## src/rtl/breg_pkg.sv

```systemverilog
// Shared types and widths for the register-bank write arbiter.
`default_nettype none

package breg_pkg;
  localparam int LARG_END       = 5;
  localparam int NUM_REGS       = 32;
  localparam int LARG_DADO_BREG = 32;
  localparam int LARG_ESCRITA   = LARG_END + LARG_DADO_BREG;

  typedef struct packed {
    logic [LARG_END-1:0]       regd;
    logic [LARG_DADO_BREG-1:0] dado;
  } escrita_t;
endpackage

`default_nettype wire

```

## src/rtl/fila_escrita.sv

```systemverilog
// Synchronous in-order FIFO holding pending multicycle-unit bank writes.
`default_nettype none

module fila_escrita
  import breg_pkg::*;
#(
  parameter int PROF_FILA = 2
) (
  input  logic                    clock_i,
  input  logic                    reset_i,
  input  logic                    push_i,
  input  logic                    pop_i,
  input  logic [LARG_ESCRITA-1:0] dado_i,
  output logic [LARG_ESCRITA-1:0] cabeca_o,
  output logic                    cheio_o,
  output logic                    vazio_o
);
  localparam int LARG_PTR  = (PROF_FILA > 1) ? $clog2(PROF_FILA) : 1;
  localparam int LARG_CONT = $clog2(PROF_FILA + 1);
  localparam logic [LARG_PTR-1:0]  ULT_PTR  = LARG_PTR'(PROF_FILA - 1);
  localparam logic [LARG_CONT-1:0] CONT_MAX = LARG_CONT'(PROF_FILA);

  logic [LARG_ESCRITA-1:0] mem_q [PROF_FILA];
  logic [LARG_PTR-1:0]     wr_ptr_q, wr_ptr_d;
  logic [LARG_PTR-1:0]     rd_ptr_q, rd_ptr_d;
  logic [LARG_CONT-1:0]    cont_q, cont_d;
  logic                    push_ok, pop_ok;

  assign cheio_o  = (cont_q == CONT_MAX);
  assign vazio_o  = (cont_q == '0);
  assign push_ok  = push_i && !cheio_o;
  assign pop_ok   = pop_i && !vazio_o;
  assign cabeca_o = mem_q[rd_ptr_q];

  always_comb begin
    wr_ptr_d = wr_ptr_q;
    rd_ptr_d = rd_ptr_q;
    cont_d   = cont_q;
    if (push_ok) wr_ptr_d = (wr_ptr_q == ULT_PTR) ? '0 : wr_ptr_q + 1'b1;
    if (pop_ok)  rd_ptr_d = (rd_ptr_q == ULT_PTR) ? '0 : rd_ptr_q + 1'b1;
    case ({push_ok, pop_ok})
      2'b10:   cont_d = cont_q + 1'b1;
      2'b01:   cont_d = cont_q - 1'b1;
      default: cont_d = cont_q;
    endcase
  end

  always_ff @(posedge clock_i) begin
    if (reset_i) begin
      wr_ptr_q <= '0;
      rd_ptr_q <= '0;
      cont_q   <= '0;
    end else begin
      wr_ptr_q <= wr_ptr_d;
      rd_ptr_q <= rd_ptr_d;
      cont_q   <= cont_d;
    end
  end

  // Storage carries no reset: occupancy is tracked solely by cont_q.
  always_ff @(posedge clock_i) begin
    if (push_ok) mem_q[wr_ptr_q] <= dado_i;
  end
endmodule

`default_nettype wire

```

## src/rtl/arbitro_escrita_bregs.sv

```systemverilog
// Register-bank write-port arbiter: WB priority, buffered MC results, busy scoreboard.
// Optional BREG_CONTADORES_EN adds conflict/forced-cycle counters.
`default_nettype none

module arbitro_escrita_bregs
  import breg_pkg::*;
#(
  parameter int PROF_FILA  = 2,
  parameter int MAX_ESPERA = 4,
  parameter int LARG_DADO  = 32
) (
  input  logic                 clock_i,
  input  logic                 reset_i,
  input  logic                 wb_valido_i,
  input  logic [LARG_END-1:0]  wb_regd_i,
  input  logic [LARG_DADO-1:0] wb_dado_i,
  output logic                 wb_pronto_o,
  input  logic                 mc_valido_i,
  input  logic [LARG_END-1:0]  mc_regd_i,
  input  logic [LARG_DADO-1:0] mc_dado_i,
  output logic                 mc_pronto_o,
  input  logic                 marca_valido_i,
  input  logic [LARG_END-1:0]  marca_regd_i,
  input  logic [LARG_END-1:0]  end1_i,
  input  logic [LARG_END-1:0]  end2_i,
  input  logic                 usa1_i,
  input  logic                 usa2_i,
  output logic                 trava_leitura_o,
  output logic                 trava_emissao_o,
  output logic                 reg_escrita_o,
  output logic [LARG_END-1:0]  endereco_regd_o,
  output logic [LARG_DADO-1:0] dado_escrita_o
`ifdef BREG_CONTADORES_EN
  ,
  output logic [31:0]          cont_conflito_o,
  output logic [31:0]          cont_forcado_o
`endif
);
  localparam int LARG_ESP = $clog2(MAX_ESPERA + 1);
  localparam logic [LARG_ESP-1:0] ESP_MAX = LARG_ESP'(MAX_ESPERA);

  escrita_t              entrada, cabeca;
  logic [LARG_ESCRITA-1:0] cabeca_bits;
  logic                  cheio, vazio;
  logic                  mc_aceita, enfileira, drena;
  logic                  wb_quer, forca_mc, sel_wb, sel_mc;
  logic [LARG_ESP-1:0]   espera_q, espera_d;
  logic [NUM_REGS-1:0]   ocupado_q, ocupado_d;

  assign entrada.regd = mc_regd_i;
  assign entrada.dado = mc_dado_i;
  assign cabeca       = escrita_t'(cabeca_bits);

  fila_escrita #(
    .PROF_FILA(PROF_FILA)
  ) u_fila (
    .clock_i (clock_i),
    .reset_i (reset_i),
    .push_i  (enfileira),
    .pop_i   (drena),
    .dado_i  (entrada),
    .cabeca_o(cabeca_bits),
    .cheio_o (cheio),
    .vazio_o (vazio)
  );

  assign mc_pronto_o = !cheio;
  assign mc_aceita   = mc_valido_i && mc_pronto_o;
  assign enfileira   = mc_aceita && (mc_regd_i != '0);

  // A WB to x0 is accepted but never claims the port, leaving it to MC.
  assign wb_quer     = wb_valido_i && (wb_regd_i != '0);
  assign forca_mc    = (espera_q >= ESP_MAX) && !vazio;
  assign wb_pronto_o = !forca_mc;
  assign sel_mc      = !reset_i && (forca_mc || (!wb_quer && !vazio));
  assign sel_wb      = !reset_i && !forca_mc && wb_quer;
  assign drena       = sel_mc;

  always_comb begin
    reg_escrita_o   = 1'b0;
    endereco_regd_o = '0;
    dado_escrita_o  = '0;
    if (sel_mc) begin
      reg_escrita_o   = 1'b1;
      endereco_regd_o = cabeca.regd;
      dado_escrita_o  = cabeca.dado;
    end else if (sel_wb) begin
      reg_escrita_o   = 1'b1;
      endereco_regd_o = wb_regd_i;
      dado_escrita_o  = wb_dado_i;
    end
  end

  always_comb begin
    espera_d = espera_q;
    if (vazio || drena)       espera_d = '0;
    else if (espera_q < ESP_MAX) espera_d = espera_q + 1'b1;
  end

  // Clear is applied first so a same-cycle mark of the drained register wins.
  always_comb begin
    ocupado_d = ocupado_q;
    if (drena) ocupado_d[cabeca.regd] = 1'b0;
    if (marca_valido_i && (marca_regd_i != '0)) ocupado_d[marca_regd_i] = 1'b1;
  end

  assign trava_leitura_o = (usa1_i && ocupado_q[end1_i]) || (usa2_i && ocupado_q[end2_i]);
  assign trava_emissao_o = marca_valido_i && ocupado_q[marca_regd_i];

  always_ff @(posedge clock_i) begin
    if (reset_i) begin
      espera_q  <= '0;
      ocupado_q <= '0;
    end else begin
      espera_q  <= espera_d;
      ocupado_q <= ocupado_d;
    end
  end

`ifdef BREG_CONTADORES_EN
  logic [31:0] cont_conflito_q, cont_forcado_q;

  always_ff @(posedge clock_i) begin
    if (reset_i) begin
      cont_conflito_q <= '0;
      cont_forcado_q  <= '0;
    end else begin
      if (wb_quer && !vazio) cont_conflito_q <= cont_conflito_q + 32'd1;
      if (forca_mc)          cont_forcado_q  <= cont_forcado_q + 32'd1;
    end
  end

  assign cont_conflito_o = cont_conflito_q;
  assign cont_forcado_o  = cont_forcado_q;
`endif
endmodule

`default_nettype wire
```

## config.mk

```make
export PLATFORM = sky130hd
export DESIGN_NAME = arbitro_escrita_bregs
export DESIGN_NICKNAME = d
export VERILOG_FILES = /design/src/rtl/breg_pkg.sv /design/src/rtl/fila_escrita.sv /design/src/rtl/arbitro_escrita_bregs.sv
export SDC_FILE = /design/constraint.sdc
export NUM_CORES = 1
export LEC_CHECK = 0
export ABC_AREA = 1
export CORE_ASPECT_RATIO = 1.5
export CORE_UTILIZATION = 46
export CTS_BUF_LIST = sky130_fd_sc_hd__clkbuf_16
export CTS_CLUSTER_DIAMETER = 50
export DETAILED_ROUTE_END_ITERATION = 12
export GPL_ROUTABILITY_DRIVEN = 0
export PLACE_DENSITY = 0.77
export RECOVER_POWER = 50
export SYNTH_ARGS = -nofsm -noshare
export SYNTH_HDL_FRONTEND = slang
export SYNTH_SLANG_ARGS = --single-unit
```

## constraint.sdc

```tcl
create_clock -name clock_i -period 3.3 [get_ports clock_i]
set_input_delay 0.99 -clock clock_i [delete_from_list [all_inputs] [get_ports clock_i]]
set_output_delay 0.99 -clock clock_i [all_outputs]
set_load 0.02 [all_outputs]
```

==> reports/qor.csv <==
metric;value;unit
Final Net Count;1083;
Post-route DRC;0;
P_leak;0.003862;uW
TritonCTS buffer count;17;
Yosys reg bits;114;
most common cell after layout, fill and taps aside;nand2_1;
cts hold-fix bufs;0;
Hold Fails Final Rpt;0;
clock power share;43.1;%
Crit Path Category;in -> out;
Initial Util;47.37;%
Worst Hold Class;reg -> reg;
share of layout cells above drive strength 1;29.95;%
global route overflow;0;
via count normalized by instance count;5.453;
Worst Skew;0.01147;ns
Worst EP required;2.31;ns
Max Clk Rate;303.3;MHz
first-pass GRT wire length;31910;um
CTS tree;done;
worst path bufs/invs;7;
Placed Area;8069;sq um
Syn. warnings;0;
post-route ant nets;0;
Cell Count, Final, Fillers Out;1155;
met2 Use GR;56.49;%
Int Power;3350;uW
CP Max Fanout;5;
met1 Usage GRT;29.83;%
worst-path cell chain;clkbuf_2 -> inv_2 -> nand2_2 -> o21ai_4 -> inv_2 -> nand2_4 -> nand2_4 -> inv_8 -> buf_12 -> buf_12 -> nand2_2 -> o21ai_1 -> buf_4;
cell area after layout;9427;sq um
most frequent cells in the layout;nand2_1, buf_4, nand3_1, edfxtp_1, inv_1;
Slowest Stage Delay on Critical Path;0.20;ns
die area;13950;sq um
Routed WL;20580;um
FF-to-FF Start;u_fila.cont_q[1]$_SDFFE_PP0P_;
syn avg cell area;8.007;sq um
Die Wd;96.77;um
Net Switching;1167;uW
area of the core;13080;sq um
later-pin clock latency in the skew report;0.41;ns
initial antenna violation count;1;
max-cap viol count;0;
worst hold stages;2;
Net Count, Synth;873;
H-tree depth;4;
Gate power share;20.2;%
chip height;144.2;um
r2r endpoint;u_fila.cont_q[1]$_SDFFE_PP0P_;
Port-buffer cells;137;
P per Cell Area;479.2;nW/um^2
part of the power in registers;36.7;%
total power;4517;uW
# rows;51;
Worst Setup Start Kind;primary input;
Synth Flop Type;edfxtp_1;
Final Util;72.06;%
RSZ-0062 raised after global routing;true;
Netlist cell types;30;
status;complete, no violations;
final setup fails;0;
period utilisation layout;99.91;%
CTS clk-pin slew, worst paths;0.06;ns
Arrival @ worst endpoint;2.31;ns
GR Util met3;6.718;%
pin count of the biggest net entering global routing;39;
Crit. End Element;primary output;
cells after synthesis;774;
initial drt markers;379;
WL per Instance;17.82;um
GRT Total Usage;29.61;%
worst r2r path cells;10;
First-pass DRT Iterations;6;
Area growth, synth to finish;52.11;%
number of synthesized flops with an enable pin;74;
Slew @ Worst Pin;0.6767;ns
CTS sink count;114;
Hold Crit Start;u_fila.rd_ptr_q$_SDFFE_PP0P_;
CTS root buf;clkbuf_16;
Slew Limit Fails;0;
max_slew headroom;54.47;%
sequential area share after synthesis;48.78;%
cell family with most CP delay;buffers and inverters;
Via Count;6298;
vias in the first global route;6364;
fin crit period;3.297;ns
gr busiest metal;met2;
Setup TNS;0;ns
Boundary Pins;138;
FFs w/ async S/R, synth;0;%
DP HPWL;12020;um
critical path's slowest cell;o21ai_4;
dpl cells;1082;
maximum vdd drop;680.5;uV
clk buf depth;2;
Syn Std Cell Area;6197;sq um
switching share of power;25.84;%
R2R Setup Slk;1.45;ns
worst reg2reg max path: stages (launching register included):
cell and delay, ns:
dfxtp_1 0.34, nor2_1 0.20, nor2_2 0.10, nand2_4 0.12, inv_8 0.05, buf_12 0.13
buf_6 0.12, ha_1 0.32, nor2_1 0.16, a21oi_1 0.08, nor3_1 0.17
worst max path at each step:
stage	from	to	slack, ns	cells after the start
floorplan	reset_i	dado_escrita_o[17]	0.20	6
CTS	wb_regd_i[1]	dado_escrita_o[22]	-0.004	14
global placement	wb_regd_i[2]	dado_escrita_o[17]	-0.77	12
finish	wb_regd_i[1]	dado_escrita_o[21]	0.003	13
global route	wb_regd_i[1]	dado_escrita_o[21]	-0.02	13
detailed placement	wb_regd_i[0]	endereco_regd_o[1]	-0.78	12
per-layer routing:
metal	vias to the layer above	wire length (um)
li1	2975	-
met1	2951	7220
met2	307	11300
met3	65	1265
met4	0	794
met5	-	0
layout make-up:
cell class	instances	area, sq um
Clock inverter	13	193.9
Antenna cell	1	2.502
Inverter	81	324.1
Sequential cell	114	3024
Fill cell	881	3655
Multi-Input combinational cell	544	2977
Tap cell	159	198.9
Timing Repair Buffer	226	2281
Clock buffer	17	425.4
state kept, by name (all words and copies together) (netlist names), named ones only:
| name | flops |
|---|---|
| ocupado_q | 32 |
| u_fila.wr_ptr_q | 1 |
| u_fila.mem_q | 74 |
| u_fila.cont_q | 2 |
| espera_q | 3 |
| u_fila.rd_ptr_q | 1 |
cells in the mapped netlist, types with 2 or more instances:
library cell  number  area share [%]
inv_1             73             4.4
inv_2              8            0.48
clkbuf_1           7            0.42
nor2_1            45             2.7
nand2_2            9            0.91
o21ai_0           27             2.2
buf_2             16             1.3
nor2_4             4            0.73
o21ai_2            2            0.28
nand2_1          249              15
a21oi_1           39             3.1
ha_1               3            0.61
nor3_1            10            0.81
nand4_1            8            0.81
o21ai_1           15             1.2
buf_6              4            0.73
buf_4              6            0.73
dfxtp_1           40              13
nor2_2             4            0.40
nand3_1           91             7.3
edfxtp_1          74              36
mux2_2            32             5.8
power groups by stage:
stage          registers [uW]  logic (uW)  clock network, uW
3_3_place_gp             1670         753                  0
6_report                 1660         914               1950
5_1_grt                  1660         970               2020
3_5_place_dp             1680         761                  0
4_1_cts                  1650         862               1950
2_1_floorplan            1670         410                  0
what timing repair did:
item | 4_1_cts | 5_1_grt
pin swaps | 12 | 13
resized for setup | 317 | 82
setup buffers | 37 | 2
setup endpoints to repair | 40 | 43
gates cloned | 5 | 2
metrics by stage:
| stage | hold WS [ns] | worst slack (ns) |
|---|---|---|
| floorplan | 0.4173 | 0.2040 |
| global placement | 0.4269 | -0.7682 |
| detailed placement | 0.4477 | -0.7848 |
| CTS | 0.4549 | -0.004344 |
| global route | 0.4915 | -0.02041 |
| finish | 0.4792 | 0.003121 |
kinds of logic after synthesis:
| logic type | count (synthesis) | synth area share, % |
|---|---|---|
| mux | 32 | 5.815 |
| compound gates | 86 | 7.450 |
| buf+inv | 116 | 8.217 |
| flops | 114 | 48.78 |
| fa+ha+maj | 3 | 0.6058 |
| simple gates | 423 | 29.13 |
(Power assumes the default switching activity.)
